==> config.mk <==
export PLATFORM = sky130hd
export DESIGN_NAME = nx_msg_arbiter
export DESIGN_NICKNAME = d
export VERILOG_FILES = /design/src/rtl/nx_msg_arbiter.sv
export SDC_FILE = /design/constraint.sdc
export NUM_CORES = 1
export LEC_CHECK = 0
export ABC_AREA = 1
export ABC_CLOCK_PERIOD_IN_PS = 4700
export CORE_MARGIN = 2
export CORE_UTILIZATION = 42
export DETAILED_ROUTE_END_ITERATION = 6
export PLACE_DENSITY = 0.95
export SYNTH_ARGS = -nofsm -noshare
export SYNTH_HDL_FRONTEND = slang
export SYNTH_SLANG_ARGS = --single-unit
==> constraint.sdc <==
create_clock -name clk_i -period 4.7 [get_ports clk_i]
set_clock_uncertainty 0.2 [all_clocks]
set_input_delay 0.94 -clock clk_i [delete_from_list [all_inputs] [get_ports clk_i]]
set_output_delay 0.94 -clock clk_i [all_outputs]
set_load 0.1 [all_outputs]
==> src/rtl/nx_msg_arbiter.sv <==
// Round-robin merge of the four directional inbound streams into one
// registered, direction-tagged stream for the message decoder.
module nx_msg_arbiter #(
    parameter int STREAM_WIDTH = 32
) (
    input  logic                    clk_i,
    input  logic                    rst_i,

    input  logic [STREAM_WIDTH-1:0] north_data_i,
    input  logic                    north_valid_i,
    output logic                    north_ready_o,

    input  logic [STREAM_WIDTH-1:0] east_data_i,
    input  logic                    east_valid_i,
    output logic                    east_ready_o,

    input  logic [STREAM_WIDTH-1:0] south_data_i,
    input  logic                    south_valid_i,
    output logic                    south_ready_o,

    input  logic [STREAM_WIDTH-1:0] west_data_i,
    input  logic                    west_valid_i,
    output logic                    west_ready_o,

    output logic [STREAM_WIDTH-1:0] msg_data_o,
    output logic [1:0]              msg_dir_o,
    output logic                    msg_valid_o,
    input  logic                    msg_ready_i,

    output logic                    idle_o
);

    logic [3:0]              valid_vec;
    logic [1:0]              last_q;
    logic                    slot_free;
    logic                    win_any;
    logic [1:0]              win_idx;
    logic                    xfer;
    logic [3:0]              grant;
    logic [STREAM_WIDTH-1:0] win_data;

    logic [STREAM_WIDTH-1:0] data_q;
    logic [1:0]              dir_q;
    logic                    valid_q;

    assign valid_vec = {west_valid_i, south_valid_i,
                        east_valid_i, north_valid_i};

    assign slot_free = !valid_q || msg_ready_i;

    // Search starts one past the last winner and wraps, so the most
    // recently served direction is always considered last.
    always_comb begin
        win_any = 1'b0;
        win_idx = last_q;
        for (int i = 1; i <= 4; i++) begin
            if (!win_any && valid_vec[last_q + 2'(i)]) begin
                win_any = 1'b1;
                win_idx = last_q + 2'(i);
            end
        end
    end

    assign xfer  = win_any && slot_free && !rst_i;
    assign grant = xfer ? (4'b0001 << win_idx) : 4'b0000;

    assign north_ready_o = grant[0];
    assign east_ready_o  = grant[1];
    assign south_ready_o = grant[2];
    assign west_ready_o  = grant[3];

    always_comb begin
        win_data = north_data_i;
        unique case (win_idx)
            2'd0: win_data = north_data_i;
            2'd1: win_data = east_data_i;
            2'd2: win_data = south_data_i;
            2'd3: win_data = west_data_i;
        endcase
    end

    always_ff @(posedge clk_i) begin
        if (rst_i) begin
            data_q  <= '0;
            dir_q   <= 2'd0;
            valid_q <= 1'b0;
            last_q  <= 2'd3;
        end else if (xfer) begin
            data_q  <= win_data;
            dir_q   <= win_idx;
            valid_q <= 1'b1;
            last_q  <= win_idx;
        end else if (msg_ready_i) begin
            valid_q <= 1'b0;
        end
    end

    assign msg_data_o  = data_q;
    assign msg_dir_o   = dir_q;
    assign msg_valid_o = valid_q;

    assign idle_o = !valid_q && !(|valid_vec);

endmodule

==> results of run 1 <==
## synth_stat cells (all sizes together)
master	n
nand2	105
nor4	1
clkbuf	11
nand3	81
inv	59
o21ai	25
nand4	15
dfxtp	37
buf	22
o21a	4
a21oi	64
nor2	37
nor3	1
## sequential cells by signal, indices dropped and copies added (netlist names)
name / count
msg_data_o: 32
last_q: 2
msg_dir_o: 2
msg_valid_o: 1
## cell type report
cell class                 count  area (um2)  share of cell area, %
multi-input combinational    333        1830                   38.1
clock buffer                   7        86.3                   1.80
timing repair buffer         177        1800                   37.4
sequential                    37         741                   15.4
inverter                      59         229                   4.76
tap                           99         124                   2.58
## metal layers
layer | vias up | share of wire, %
li1 | 1816 | -
met1 | 1706 | 40
met2 | 140 | 51
met4 | 0 | 2.6
met5 | - | 0
met3 | 23 | 5.9
## cells by family (layout without fill, tap and decap cells)
group / after synthesis / in the layout / share of synthesized area (%)
flip-flops: 37 / 37 / 24.3
buffers and inverters: 92 / 243 / 15.6
AO/OA/AOI/OAI: 93 / 93 / 18.2
AND/OR/NAND/NOR: 240 / 240 / 41.9
## through the flow
step	utilization, %	cell area [um2]	hold slack [ns]	setup WS, ns	total power (uW)
3_3_place_gp	66.1	4720	0.252	0.592	2850
5_1_grt	67.4	4810	0.296	0.350	3340
4_1_cts	67.4	4810	0.271	0.488	3140
6_report	67.4	4810	0.266	0.484	3130
2_1_floorplan	-	3050	0.369	0.308	2510
3_5_place_dp	66.1	4720	0.261	0.487	2900
## cell usage in the layout, fill, tap and decap left out, types with 5 or more instances in the layout
master | Yosys | routed
o21ai_1 | 17 | 17
a21oi_2 | 20 | 20
nor2_1 | 35 | 35
nand2_2 | 6 | 6
clkbuf_8 | 0 | 6
o21ai_0 | 7 | 7
nand3_1 | 57 | 57
inv_1 | 53 | 53
a21oi_1 | 44 | 44
nand4_1 | 15 | 15
dfxtp_1 | 37 | 37
nand2_1 | 93 | 93
clkdlybuf4s50_1 | 0 | 168
nand2_4 | 5 | 5
nand3_2 | 22 | 22
## where the power goes
part | internal (uW) | switching (uW)
Clock | 116 | 109
Combinational | 697 | 1740
Sequential | 409 | 62.4
Total | 1220 | 1910
## worst paths after layout
check                       from             end  slack (ns)
setup / recovery   south_valid_i    west_ready_o        0.48
hold / removal    msg_data_o[27]  msg_data_o[27]        0.27
setup reg to reg       last_q[0]  msg_data_o[23]        1.77
hold reg to reg   msg_data_o[27]  msg_data_o[27]        0.27
## worst max-delay path: stages
cell and delay, ns:
clkdlybuf4s50_1 0.50, nand2_1 0.10, nand2_4 0.15, nand2_4 0.07
nand2_4 0.10, inv_2 0.04, nand3_2 0.09, nand3_4 0.22
nand2_8 0.27, inv_4 0.15, nor2_1 0.21, buf_12 0.21
==> flow_summary.ini, run 1 <==
[clocking]
post-cts-setup-buffers = 0
cts_buffer_depth = 2
insertion_delay_ns = 0.27
htreeDepth = 2
ctsHoldBuffers = 0
clk_pin_slew_worst_paths_ns = 0.08
cts_tree = done
ctsResizeCount = 0
cts_num_sinks = 37
cts_buffers = 5
clk_root_buffer_cell = clkbuf_8

[sta]
tightest_slew_ns = 1.04
slew_violations = 0
fmax_mhz = 237
rsz0062_at_grt = false
fin_crit_ns = 4.22
hold_viol = 0
setup_viol = 0
relSlewSlack_pct = 30.4
fin_crit_sh_pct = 89.7
setup_tns_ns = 0

[global_routing]
globalRouteMet3Util_pct = 4.16
grt_max_degree = 65
grt_pass1_vias = 3406
grt_use_total_pct = 24.3
grt_overflow_total = 0
busiest_layer = met2
antenna_found_initial = 0
grtUsageMet2_pct = 42.8
use_met1_pct = 29.8
grt_pass1_wl_um = 15400

[yosys]
netlist.top_cell.by_area = dfxtp_1
ys_types = 30
yosys_warnings = 0
syn_area_um2 = 3050
synth.top_cells.by_area = dfxtp_1 (24%), nand2_1 (11%), nand3_1 (9.4%)
ys_ff_latch = 37
yosysSeqAreaShare_pct = 24.3
yosysTopAreaCellShare_pct = 24.3
synthesis.nets = 597
syn_area_per_cell_um2 = 6.59
netlist_instances = 462

[die]
core_um2 = 7140
die_w_um = 89.2
die-height_um = 89.2
fp.dieArea_um2 = 7950
initial_core_util_pct = 42.7
rows = 31
pin_count = 175

[route]
drc = 0
firstDrtPassIters = 4
viasPerCell = 5.18
routedWlPerCell_um = 14.3
drt_first_iter_violations = 128
routed_wirelength_um = 10200
routed-via-count = 3685
ant_nets = 0

[placement]
gp_routability_congestion = 0.848
hpwlAfterDp_um = 7720
dp.cells = 705
io_buffers = 174

[layout]
synthToLayoutAreaGrowth_pct = 57.8
n_fill_cell = 614
fin_nets = 748
finalNonFillerCells = 712
drive_gt1_share_pct = 13.2
antenna_cells = 0

[power]
power.density_nw_per_um2 = 651
leakage_uw = 0.00201
peakVddDrop_mv = 0.365

[critical_path]
worstSetupPathType = input port to output port
critPathLaunchType = input port
cp.arrival_ns = 3.08
ff2ff_path_depth = 12
crit_fanout = 28
end_kind = output port
required_ns = 3.56

[hold_path]
worstHoldPathType = flip-flop to flip-flop
hold_path_depth = 2

[outcome]
status = completed

[job]
drv_cap = 0
(Power assumes the default switching activity.)
==> run 2: changes to the inputs <==
--- a/config.mk
+++ b/config.mk
@@ -7,10 +7,11 @@
 export LEC_CHECK = 0
 export ABC_AREA = 1
 export ABC_CLOCK_PERIOD_IN_PS = 4700
+export CAP_MARGIN = 5
 export CORE_MARGIN = 2
 export CORE_UTILIZATION = 42
 export DETAILED_ROUTE_END_ITERATION = 6
-export PLACE_DENSITY = 0.95
+export PLACE_DENSITY = 0.87
 export SYNTH_ARGS = -nofsm -noshare
 export SYNTH_HDL_FRONTEND = slang
 export SYNTH_SLANG_ARGS = --single-unit
==> run 2 against run 1 <==
  * Total power rose by 0.46%
  * Critical path type unchanged
  * Routed wire length increased by 1.7%
  * Largest cell class unchanged
  * Largest power group unchanged
  * Hold slack gained 0.0025 ns
==> flow_summary.ini, run 2 (synthesis gave the netlist of run 1 again) <==
[placement]
pre_cts_slack_ns = 0.577
placed_area_um2 = 4720
hpwlAfterDp_um = 7630
io_buffers = 174
gp_routability_congestion = 0.867

[power]
clkPwrFrac_pct = 8.0
seqPwrFrac_pct = 14.9
total_power_uw = 3150
power.internal_uw = 1240
peakVddDrop_mv = 0.409
leakage_uw = 0.00202
power.density_nw_per_um2 = 652
p_switching_uw = 1910
swShare_pct = 60.6
pwr-share-comb_pct = 77.1

[route]
viasPerCell = 5.11
routed_wirelength_um = 10400
routedWlPerCell_um = 14.5
drt_first_iter_violations = 230
drc = 0
routed-via-count = 3642
ant_nets = 0
firstDrtPassIters = 5

[clocking]
post-cts-setup-buffers = 0
cts_buffers = 5
ctsResizeCount = 0
clk_root_buffer_cell = clkbuf_8
cts_num_sinks = 37
ctsHoldBuffers = 0
cts_buffer_depth = 2
cts_tree = done
insertion_delay_ns = 0.28
htreeDepth = 2
clk_pin_slew_worst_paths_ns = 0.08

[layout]
drive_gt1_share_pct = 13.5
synthToLayoutAreaGrowth_pct = 58.3
n_fill_cell = 614
antenna_cells = 0
finish.instance_area_um2 = 4820
largest_reg_flops = 32
mostFrequentLayoutCells = clkdlybuf4s50_1 (168), nand2_1 (93), nand3_1 (57)
final_common_cell = clkdlybuf4s50_1
fin_nets = 748

[critical_path]
critPathLaunchType = input port
crit_fanout = 15
cp.arrival_ns = 2.99
end_kind = output port
required_ns = 3.56
worstSetupPathType = input port to output port
ff2ff_path_depth = 14

[global_routing]
grt_use_total_pct = 24.4
antenna_found_initial = 0
grt_overflow_total = 0
grt_pass1_wl_um = 15500
grt_pass1_vias = 3393
grt_max_degree = 65

[die]
pin_count = 175
die-height_um = 89.2
fp.dieArea_um2 = 7950
initial_core_util_pct = 42.7
die_w_um = 89.2
core_um2 = 7140
rows = 31

[sta]
tightest_slew_ns = 1.05
setup_viol = 0
fmax_mhz = 242
layout_setup_ws_ns = 0.568
hold_viol = 0
relSlewSlack_pct = 29.6
fin_crit_ns = 4.13
rsz0062_at_grt = false
setup_tns_ns = 0
holdWs_ns = 0.268
fin_crit_sh_pct = 87.9
slew_violations = 0

[hold_path]
hold_path_depth = 2
worstHoldPathType = flip-flop to flip-flop

[job]
drv_cap = 0

[outcome]
status = completed
[run 2: changes by cell type in the layout (fill, tap and decap cells not counted)]
cell	before	now
clkbuf_1	1	0
clkbuf_8	6	7
clkinv_2	0	1
[run 2: cell type report]
type | count | area (um2) | area share (%)
Timing Repair Buffer | 177 | 1800 | 37.3
Tap cell | 99 | 124 | 2.57
Clock buffer | 7 | 96.3 | 2.00
Multi-Input combinational cell | 333 | 1830 | 38.0
Sequential cell | 37 | 741 | 15.4
Inverter | 59 | 229 | 4.75
Clock inverter | 1 | 5.00 | 0.104
[run 2: power groups by stage]
stage | Clock [uW] | Combinational [uW] | Sequential [uW]
2_1_floorplan | 0 | 1410 | 1100
3_3_place_gp | 0 | 2360 | 472
3_5_place_dp | 0 | 2410 | 474
4_1_cts | 258 | 2420 | 469
5_1_grt | 270 | 2600 | 479
6_report | 252 | 2420 | 469
[run 2: worst max-delay path: stages]
cell and delay [ns]:
clkdlybuf4s50_1 0.50, nand2_1 0.11, nand2_4 0.15, nand2_4 0.08, nand2_4 0.10, inv_2 0.04, nand3_2 0.09, nand3_4 0.22
nand2_8 0.21, nand2_1 0.11, nor2_1 0.22, buf_12 0.21
[run 2: metrics by stage]
step                      utilization, %  instances
after floorplan                        -        462
after global placement              66.1        705
after detailed placement            66.1        705
after CTS                           67.6        713
after global routing                67.6        713
final                               67.6        713
[run 2: path summary, 6_finish.rpt]
check / startpoint / to / slack [ns]
min: msg_data_o[27] / msg_data_o[27] / 0.27
max reg2reg: last_q[0] / msg_data_o[3] / 1.43
max: south_valid_i / south_ready_o / 0.57
min reg2reg: msg_data_o[27] / msg_data_o[27] / 0.27
[run 2: routing by layer]
| metal | share of wire (%) | GRT usage, % | wire [um] | up-vias |
|---|---|---|---|---|
| met4 | 2.5 | 9.36 | 254 | 0 |
| met1 | 41 | 29.9 | 4290 | 1655 |
| met2 | 50 | 43.0 | 5150 | 155 |
| met5 | 0 | 0 | 0 | - |
| li1 | - | - | - | 1814 |
| met3 | 6.5 | 3.42 | 673 | 18 |
